$ cat config.mk
export PLATFORM = sky130hd
export DESIGN_NAME = free_list_flat
export DESIGN_NICKNAME = d
export VERILOG_FILES = /design/src/rtl/free_list_if.sv /design/src/rtl/free_list.sv /design/src/flat_wrapper.sv
export SDC_FILE = /design/constraint.sdc
export NUM_CORES = 1
export LEC_CHECK = 0
export ABC_CLOCK_PERIOD_IN_PS = 13950
export BUFFER_PORTS_ARGS = -buffer_cell sky130_fd_sc_hd__buf_2
export CAP_MARGIN = 20
export CORE_UTILIZATION = 42
export CTS_BUF_LIST = sky130_fd_sc_hd__clkbuf_16
export DETAILED_ROUTE_END_ITERATION = 10
export SLEW_MARGIN = 20
export SYNTH_ARGS = -nofsm -noshare
export SYNTH_HDL_FRONTEND = slang
export SYNTH_SLANG_ARGS = --single-unit
$ cat constraint.sdc
create_clock -name clk -period 13.95 [get_ports clk]
set_input_delay 2.79 -clock clk [delete_from_list [all_inputs] [get_ports clk]]
set_output_delay 2.79 -clock clk [all_outputs]
set_load 0.03 [all_outputs]
$ cat src/rtl/free_list_if.sv
// rtl/free_list_if.sv - rename/commit port bundle for the physical register free list
interface free_list_if #(
    parameter int PHY_REG_NUM  = 64,
    parameter int DECODE_WIDTH = 2,
    parameter int COMMIT_WIDTH = 2
);
    localparam int PW = $clog2(PHY_REG_NUM);

    logic                              alloc_valid_i;
    logic [DECODE_WIDTH-1:0]           alloc_req_i;
    logic                              alloc_ready_o;
    logic [DECODE_WIDTH-1:0][PW-1:0]   preg_o;
    logic [COMMIT_WIDTH-1:0]           commit_valid_i;
    logic [COMMIT_WIDTH-1:0]           commit_alloc_i;
    logic [COMMIT_WIDTH-1:0]           commit_free_i;
    logic [COMMIT_WIDTH-1:0][PW-1:0]   commit_old_preg_i;
    logic                              restore_i;
    logic [PW:0]                       free_cnt_o;

    modport master (
        output alloc_valid_i, alloc_req_i, commit_valid_i, commit_alloc_i,
               commit_free_i, commit_old_preg_i, restore_i,
        input  alloc_ready_o, preg_o, free_cnt_o
    );

    modport slave (
        input  alloc_valid_i, alloc_req_i, commit_valid_i, commit_alloc_i,
               commit_free_i, commit_old_preg_i, restore_i,
        output alloc_ready_o, preg_o, free_cnt_o
    );
endinterface

$ cat src/rtl/free_list.sv
// rtl/free_list.sv - circular free physical register queue with committed-head restore
module free_list #(
    parameter int PHY_REG_NUM  = 64,
    parameter int DECODE_WIDTH = 2,
    parameter int COMMIT_WIDTH = 2
) (
    input  logic       clk,
    input  logic       rst,
    free_list_if.slave fl
);
    localparam int PW = $clog2(PHY_REG_NUM);
    localparam logic [PW:0] NUM = (PW+1)'(PHY_REG_NUM);

    logic [PW-1:0] queue [PHY_REG_NUM];
    logic [PW:0]   head, arch_head, tail;
    logic [PW:0]   head_n, arch_head_n, tail_n;
    logic [PW:0]   count, req_cnt, free_num, commit_num;
    logic [PW:0]   alloc_ofs [DECODE_WIDTH];
    logic [PW:0]   free_ofs  [COMMIT_WIDTH];
    logic          fire;
    logic [PW+1:0] fill_after_free;
    logic [PW:0]   spec_after;

    // Pointers carry a wrap bit, so the difference is the occupancy 0..N
    assign count         = tail - head;
    assign fl.free_cnt_o = count;

    // Compaction offsets: each requesting slot takes the next free entry,
    // each releasing commit slot takes the next tail position
    always_comb begin
        req_cnt    = '0;
        free_num   = '0;
        commit_num = '0;
        for (int i = 0; i < DECODE_WIDTH; i++) begin
            alloc_ofs[i] = req_cnt;
            req_cnt      = req_cnt + (PW+1)'(fl.alloc_req_i[i]);
        end
        for (int c = 0; c < COMMIT_WIDTH; c++) begin
            free_ofs[c] = free_num;
            free_num    = free_num + (PW+1)'(fl.commit_valid_i[c] & fl.commit_free_i[c]);
            commit_num  = commit_num + (PW+1)'(fl.commit_valid_i[c] & fl.commit_alloc_i[c]);
        end
    end

    // Zero-latency read of the register each slot would be handed
    always_comb begin
        for (int i = 0; i < DECODE_WIDTH; i++) begin
            fl.preg_o[i] = queue[PW'(head + alloc_ofs[i])];
        end
    end

    // Readiness uses registered occupancy only; same-cycle frees are not bypassed
    assign fl.alloc_ready_o = (count >= req_cnt);
    assign fire             = fl.alloc_valid_i & fl.alloc_ready_o & ~fl.restore_i;

    // Next pointers; a flush rewinds head to the committed head including this cycle's commits
    always_comb begin
        arch_head_n = arch_head + commit_num;
        tail_n      = tail + free_num;
        if (fl.restore_i)
            head_n = arch_head_n;
        else if (fire)
            head_n = head + req_cnt;
        else
            head_n = head;
    end

    // Pointer registers
    always_ff @(posedge clk or posedge rst) begin
        if (rst) begin
            head      <= '0;
            arch_head <= '0;
            tail      <= NUM;
        end else begin
            head      <= head_n;
            arch_head <= arch_head_n;
            tail      <= tail_n;
        end
    end

    // Queue storage: identity map on reset, released registers appended at tail
    always_ff @(posedge clk or posedge rst) begin
        if (rst) begin
            for (int k = 0; k < PHY_REG_NUM; k++)
                queue[k] <= PW'(k);
        end else begin
            for (int c = 0; c < COMMIT_WIDTH; c++)
                if (fl.commit_valid_i[c] & fl.commit_free_i[c])
                    queue[PW'(tail + free_ofs[c])] <= fl.commit_old_preg_i[c];
        end
    end

    assign fill_after_free = {1'b0, count} + {1'b0, free_num};
    assign spec_after      = head_n - arch_head_n;

    // Guard against releasing more registers than fit and commits overrunning allocation
    always_ff @(posedge clk) begin
        if (!rst) begin
            assert (fill_after_free <= {1'b0, NUM});
            assert (spec_after <= NUM);
        end
    end
endmodule

$ cat src/flat_wrapper.sv
// flat-port wrapper written by rule: the top's interface ports become plain ports
module free_list_flat 
#(
    parameter int PHY_REG_NUM  = 64,
    parameter int DECODE_WIDTH = 2,
    parameter int COMMIT_WIDTH = 2
)
  (clk, rst, fl_alloc_valid_i, fl_alloc_req_i, fl_commit_valid_i, fl_commit_alloc_i, fl_commit_free_i, fl_commit_old_preg_i, fl_restore_i, fl_alloc_ready_o, fl_preg_o, fl_free_cnt_o);
  free_list_if #(.PHY_REG_NUM(PHY_REG_NUM), .DECODE_WIDTH(DECODE_WIDTH), .COMMIT_WIDTH(COMMIT_WIDTH)) fl_i ();
  input  logic clk;
  input  logic rst;
  input wire logic [$bits(fl_i.alloc_valid_i)-1:0] fl_alloc_valid_i;
  input wire logic [$bits(fl_i.alloc_req_i)-1:0] fl_alloc_req_i;
  input wire logic [$bits(fl_i.commit_valid_i)-1:0] fl_commit_valid_i;
  input wire logic [$bits(fl_i.commit_alloc_i)-1:0] fl_commit_alloc_i;
  input wire logic [$bits(fl_i.commit_free_i)-1:0] fl_commit_free_i;
  input wire logic [$bits(fl_i.commit_old_preg_i)-1:0] fl_commit_old_preg_i;
  input wire logic [$bits(fl_i.restore_i)-1:0] fl_restore_i;
  output wire logic [$bits(fl_i.alloc_ready_o)-1:0] fl_alloc_ready_o;
  output wire logic [$bits(fl_i.preg_o)-1:0] fl_preg_o;
  output wire logic [$bits(fl_i.free_cnt_o)-1:0] fl_free_cnt_o;
  assign fl_i.alloc_valid_i = fl_alloc_valid_i;
  assign fl_i.alloc_req_i = fl_alloc_req_i;
  assign fl_i.commit_valid_i = fl_commit_valid_i;
  assign fl_i.commit_alloc_i = fl_commit_alloc_i;
  assign fl_i.commit_free_i = fl_commit_free_i;
  assign fl_i.commit_old_preg_i = fl_commit_old_preg_i;
  assign fl_i.restore_i = fl_restore_i;
  assign fl_alloc_ready_o = fl_i.alloc_ready_o;
  assign fl_preg_o = fl_i.preg_o;
  assign fl_free_cnt_o = fl_i.free_cnt_o;
  free_list #(.PHY_REG_NUM(PHY_REG_NUM), .DECODE_WIDTH(DECODE_WIDTH), .COMMIT_WIDTH(COMMIT_WIDTH)) u_core (.clk(clk), .rst(rst), .fl(fl_i));
endmodule
==> out/results.txt, run 1 <==
max cap viols = 0
post-route antenna net violation count = 0
initial antenna violation count = 3
Slew Viols, Final = 0
RR Endpoint = u_core.head[3]$_DFFE_PP0P_
routed via count = 20170
first-pass GRT wire length = 134500 µm
initial DRC count = 2328
crit path DAT = 6.68 ns
Clock transition at path regs = 0.06 ns
post-cts sizing count = 0
xor-xnor portion of the synthesized cell area = 0.008033
cts hold-fix bufs = 0
Reg power frac = 0.353
most common cell after layout, fill and taps aside = mux2i_1
total wire length = 90140 µm
total die area = 0.06330 mm²
fmax = 105.5 MHz
Wirelength per Cell = 28.24 µm
Starting Density = 0.4248
Compound-Gate Fraction of Synth Area = 0.08483
fin crit share = 0.6792
Hold Path Sink = u_core.arch_head[6]$_DFF_PP0_
remaining global-route overflow = 0
PwrDens = 235.4 mW/mm²
Psw = 2.771 mW
area grow syn2layout = 9.033%
Worst R2R Setup Slack = 9.76 ns
vias per cell = 6.320
synthesized area per cell = 10.88 µm²
post-synthesis cell count = 2406
DR pass1 iterations = 5
Fin Setup TNS = 0 ns
worst vdd ir = 0.0002302 V
gpl congestion = 0.9399
Int Pwr = 3.947 mW
RSZ-0062 raised after global routing = no
largest net degree at the start of global routing = 157
net count after synthesis = 2451
Die W = 251.6 µm
die height = 251.6 µm
post-layout util = 0.4632
DP HPWL = 59090 µm
nets = 2362
TritonCTS Buffers = 47
post-synthesis adder-cell area fraction = 0.01119
Clock Sinks = 405
Core Box Area = 0.06160 mm²
CTS tree = done
total power = 6.717 mW
post-placement cell count = 3104
crit end category = output port
#FFs+latches synth = 405
PnR worst setup slack = 4.476 ns
Longest Clk Path Bufs = 3
FFs w/ async S/R, synth = 1.000
Hold Crit Start = u_core.arch_head[6]$_DFF_PP0_
final setup vio count = 0
worst slew pin tran = 1.111 ns
Placement Setup Slack = 4.399 ns
combinational power share = 0.466
CTS Root Cell = clkbuf_16
Reg2Reg Depth = 8
post-synthesis mux area share = 0.3607
clock share of power = 0.181
share of cells above drive strength 1 = 0.2662
Fin Clk Skew = 0.01087 ns
commonest cells after routing, fill and taps aside = 385 x mux2i_1, 295 x nand2_1, 248 x mux4_2, 248 x nor2_1, 210 x dfrtp_1
simple logic cell fraction of the synthesized area = 0.1009
Synth Cell Area = 0.02617 mm²
critical path data required time = 11.16 ns
startpoint types = input pin
crit path max fanout = 49
Final Non-Filler Cells = 3192
WS Path Type = input pin to output port
row count = 91
vias in the first global route = 19730
Distinct cells, synth = 54
final hold violation count = 0
Seq/Total Area, Yosys = 0.3965
Clock Latency Late Sink = 0.59 ns
overall routing resource usage = 0.2885
ant diodes = 0
Hold Crit Depth = 1
status = completed
slew margin rel. = 0.2594
Tightest Hold Check Type = flip-flop to flip-flop
top_reg_cell synth = dfrtp_1
# DRC = 0
largest family of logic cells by synthesized area = multiplexers
input/output buffers = 43
Yosys warnings = 0
Lkg Pwr = 11.13 nW
IO Count = 44
CTS H-tree depth = 2
switching share of power = 0.4125
setup bufs post-CTS = 0
reg2reg start = u_core.head[4]$_DFFE_PP0P_
Post-synth EDFFs = 0
clock period minus worst slack = 9.474 ns
[kinds of logic (layout without fill, tap and decap cells)]
group | after synthesis | in the layout
AND/OR/NAND/NOR | 649 | 649
multiplexers | 633 | 633
AO/OA/AOI/OAI | 430 | 430
flip-flops | 405 | 405
buffers and inverters | 244 | 193
XOR/XNOR | 24 | 24
adder cells (fa/ha/maj) | 21 | 21
[how the worst max path moves through the flow]
stage          slack, ns                            end               from
6_report            4.48                   fl_preg_o[9]  fl_alloc_req_i[0]
5_1_grt             4.21                   fl_preg_o[9]  fl_alloc_req_i[0]
4_1_cts             4.40                   fl_preg_o[9]  fl_alloc_req_i[0]
3_5_place_dp        4.40                   fl_preg_o[9]  fl_alloc_req_i[0]
3_3_place_gp        4.50                  fl_preg_o[11]  fl_alloc_req_i[0]
2_1_floorplan       0.21  u_core.arch_head[0]$_DFF_PP0_                rst
[per-layer routing]
| layer | global-route usage | up-vias | wire length (µm) |
|---|---|---|---|
| met1 | 0.3873 | 10130 | 34910 |
| met5 | 0 | - | 42 |
| li1 | - | 8615 | - |
| met4 | 0.1418 | 6 | 4778 |
| met3 | 0.07170 | 237 | 9675 |
| met2 | 0.4359 | 1189 | 40730 |
[final cells by class]
| type | count | area, µm² |
|---|---|---|
| clock buffer | 50 | 1251 |
| inverter | 16 | 67.56 |
| tap | 837 | 1047 |
| clock inverter | 37 | 242.7 |
| multi-input combinational | 1757 | 14960 |
| fill | 5592 | 33070 |
| timing repair buffer | 90 | 581.8 |
| sequential | 405 | 10380 |
[state kept, by name, indices dropped and copies added (netlist names)]
register,count
u_core.arch_head,7
u_core.tail,7
u_core.queue,384
u_core.head,7
[power by group through the flow]
stage / Combinational [mW] / Sequential [mW] / Clock, mW
floorplan: 2.42 / 2.00 / 0
global placement: 2.99 / 2.35 / 0
detailed placement: 3.09 / 2.35 / 0
CTS: 3.09 / 2.34 / 1.23
global route: 3.32 / 2.40 / 1.28
finish: 3.13 / 2.37 / 1.22
[worst max-delay path: stages]
cell and delay [ns]:
buf_2 0.13, ha_4 0.89, buf_4 0.85, mux4_2 0.61, mux4_2 0.58, mux4_2 0.54
buf_2 0.21
[Yosys cell counts, types with 3 or more instances]
library cell | number | area [µm²]
ha_1 | 17 | 212.7
xor2_1 | 8 | 70.07
nand2_1 | 295 | 1107
a211oi_1 | 3 | 22.52
inv_1 | 13 | 48.80
buf_4 | 4 | 30.03
o22ai_1 | 4 | 25.02
nand4_1 | 3 | 18.77
nand3_1 | 19 | 95.09
buf_2 | 39 | 195.2
buf_1 | 37 | 138.9
dfrtp_1 | 212 | 5305
a21oi_1 | 193 | 965.9
dfstp_2 | 193 | 5071
nor2_1 | 249 | 934.7
o21ai_1 | 185 | 925.9
o21ai_0 | 26 | 130.1
fa_1 | 4 | 80.08
a31oi_1 | 5 | 31.28
mux2i_1 | 385 | 3854
and3_1 | 13 | 81.33
mux4_2 | 248 | 5585
clkbuf_1 | 147 | 551.8
xnor2_1 | 16 | 140.1
nand2b_1 | 5 | 31.28
nor2b_1 | 8 | 50.05
nor3_1 | 39 | 195.2
and2_1 | 7 | 43.79
[metrics by stage]
stage / cell area, µm² / hold WS [ns]
finish: 28530 / 0.4946
global route: 28530 / 0.5074
CTS: 28450 / 0.5014
detailed placement: 26960 / 0.4896
global placement: 26930 / 0.4847
floorplan: 26170 / 0.4442
No activity file was read; power rests on OpenSTA's default activity.
==> inputs of run 2 (changes only) <==
- ABC_CLOCK_PERIOD_IN_PS: 13950 -> 8200
- clock period: 13.95 -> 8.2 ns (I/O delays scaled with it)
==> run 2 against run 1 <==
Non-clock buffer count up 3. First-iteration DRC count up 3.6%. Die area unchanged. Core utilization down 0.093 points. Sequential power up 72%. Clock skew up 0.0093 ns. Combinational power up 71%. Setup slack worse by 2.8 ns. Global-route usage up 0.46 points. Critical path depth unchanged. Critical path type unchanged.
==> out/results.txt, run 2 (synthesized netlist as in run 1, its figures left out) <==
multi-input logic area = 0.01494 mm²
setup bufs post-CTS = 0
Clock Latency Late Sink = 0.61 ns
crit path DAT = 4.87 ns
post-cts sizing count = 0
most common cell after layout, fill and taps aside = mux2i_1
startpoint types = input pin
post-route cell area = 0.02847 mm²
first-pass GRT wire length = 136000 µm
PwrDens = 400.6 mW/mm²
Lkg Pwr = 11.07 nW
RSZ-0062 raised after global routing = no
crit end category = output port
commonest cells after routing, fill and taps aside = 385 x mux2i_1, 295 x nand2_1, 249 x nor2_1, 248 x mux4_2, 210 x dfrtp_1
share of cells above drive strength 1 = 0.2679
CTS H-tree depth = 2
crit path max fanout = 35
Die W = 251.6 µm
Sequential Area = 0.01038 mm²
Clock transition at path regs = 0.06 ns
initial antenna violation count = 2
Fin Clk Skew = 0.02018 ns
Largest Register = u_core.queue
Placement Setup Slack = 1.691 ns
post-route antenna net violation count = 0
DR pass1 iterations = 9
area grow syn2layout = 8.813%
nets = 2363
PnR worst setup slack = 1.694 ns
critical path data required time = 6.56 ns
fmax = 153.7 MHz
max cap viols = 0
worst slew pin tran = 1.177 ns
Starting Density = 0.4248
IO Count = 44
input/output buffers = 43
fin crit share = 0.7935
slew margin rel. = 0.2156
# DRC = 0
final setup vio count = 0
Fin Setup TNS = 0 ns
CTS Root Cell = clkbuf_16
gpl congestion = 0.9532
worst vdd ir = 0.0003021 V
TritonCTS Buffers = 45
vias per cell = 6.439
Core Box Area = 0.06160 mm²
largest net degree at the start of global routing = 179
initial DRC count = 2412
routed via count = 20570
total wire length = 92210 µm
max reg flops = 384
status = completed
Tightest Hold Check Type = flip-flop to flip-flop
overall routing resource usage = 0.2931
remaining global-route overflow = 0
final hold violation count = 0
Longest Clk Path Bufs = 3
Slew Viols, Final = 0
die height = 251.6 µm
total die area = 0.06330 mm²
Wirelength per Cell = 28.86 µm
clock period minus worst slack = 6.506 ns
# fillers = 5582
DP HPWL = 60020 µm
Placed Area = 0.02703 mm²
cts hold-fix bufs = 0
WS Path Type = input pin to output port
Clock Sinks = 405
CTS tree = done
vias in the first global route = 19570
total power = 11.40 mW
row count = 91
-- run 2: changes by cell type in the layout (fill, tap and decap cells not counted), moves of 2 or more --
cell        delta
inv_1          -8
clkbuf_16      -5
clkinv_2       +4
buf_12         +3
clkinv_1       +3
diode_2        +3
clkinv_8       +2
clkinvlp_4     +2
-- run 2: path summary, 6_finish.rpt --
path,startpoint,endpoint,slack (ns),depth (start not counted)
min in group asynchronous,rst,u_core.queue[155]$_DFF_PP1_,1.13,2
max reg2reg,u_core.head[4]$_DFFE_PP0P_,u_core.head[6]$_DFFE_PP0P_,4.11,8
max,fl_alloc_req_i[0],fl_preg_o[11],1.69,7
max in group asynchronous,rst,u_core.queue[304]$_DFF_PP0_,5.19,4
min,u_core.tail[6]$_DFF_PP1_,u_core.tail[6]$_DFF_PP1_,0.50,1
min reg2reg,u_core.tail[6]$_DFF_PP1_,u_core.tail[6]$_DFF_PP1_,0.50,1
-- run 2: where the power goes --
group	switching (mW)	internal, mW	total [mW]
Clock	0.895	1.07	1.96
Sequential	1.06	3.02	4.08
Combinational	2.83	2.53	5.36
-- run 2: metal layers --
metal	wire length, µm	GRT usage
met1	35750	0.3959
met2	41410	0.4485
met3	10320	0.06716
met4	4736	0.1352
met5	0	0
-- run 2: final cells by class --
type                       instances  area share
multi-input combinational       1757      0.5247
sequential                       405      0.3647
clock buffer                      45     0.03955
tap                              837     0.03678
timing repair buffer              93     0.02241
clock inverter                    39    0.009316
inverter                          16    0.002241
antenna                            3   0.0002637
-- run 2: critical path, cell delays in order --
cell and delay (ns):
buf_2 0.13, ha_4 0.76, buf_4 0.45, mux4_2 0.56, mux4_2 0.54, mux4_2 0.54, buf_2 0.21
-- run 2: metrics by stage --
stage	util	hold slack (ns)	cells
detailed placement	0.4388	0.4888	3107
floorplan	-	0.4442	2406
CTS	0.4614	0.5012	3191
finish	0.4622	0.5017	3195
global placement	0.4383	0.4755	3107
global route	0.4621	0.5108	3192
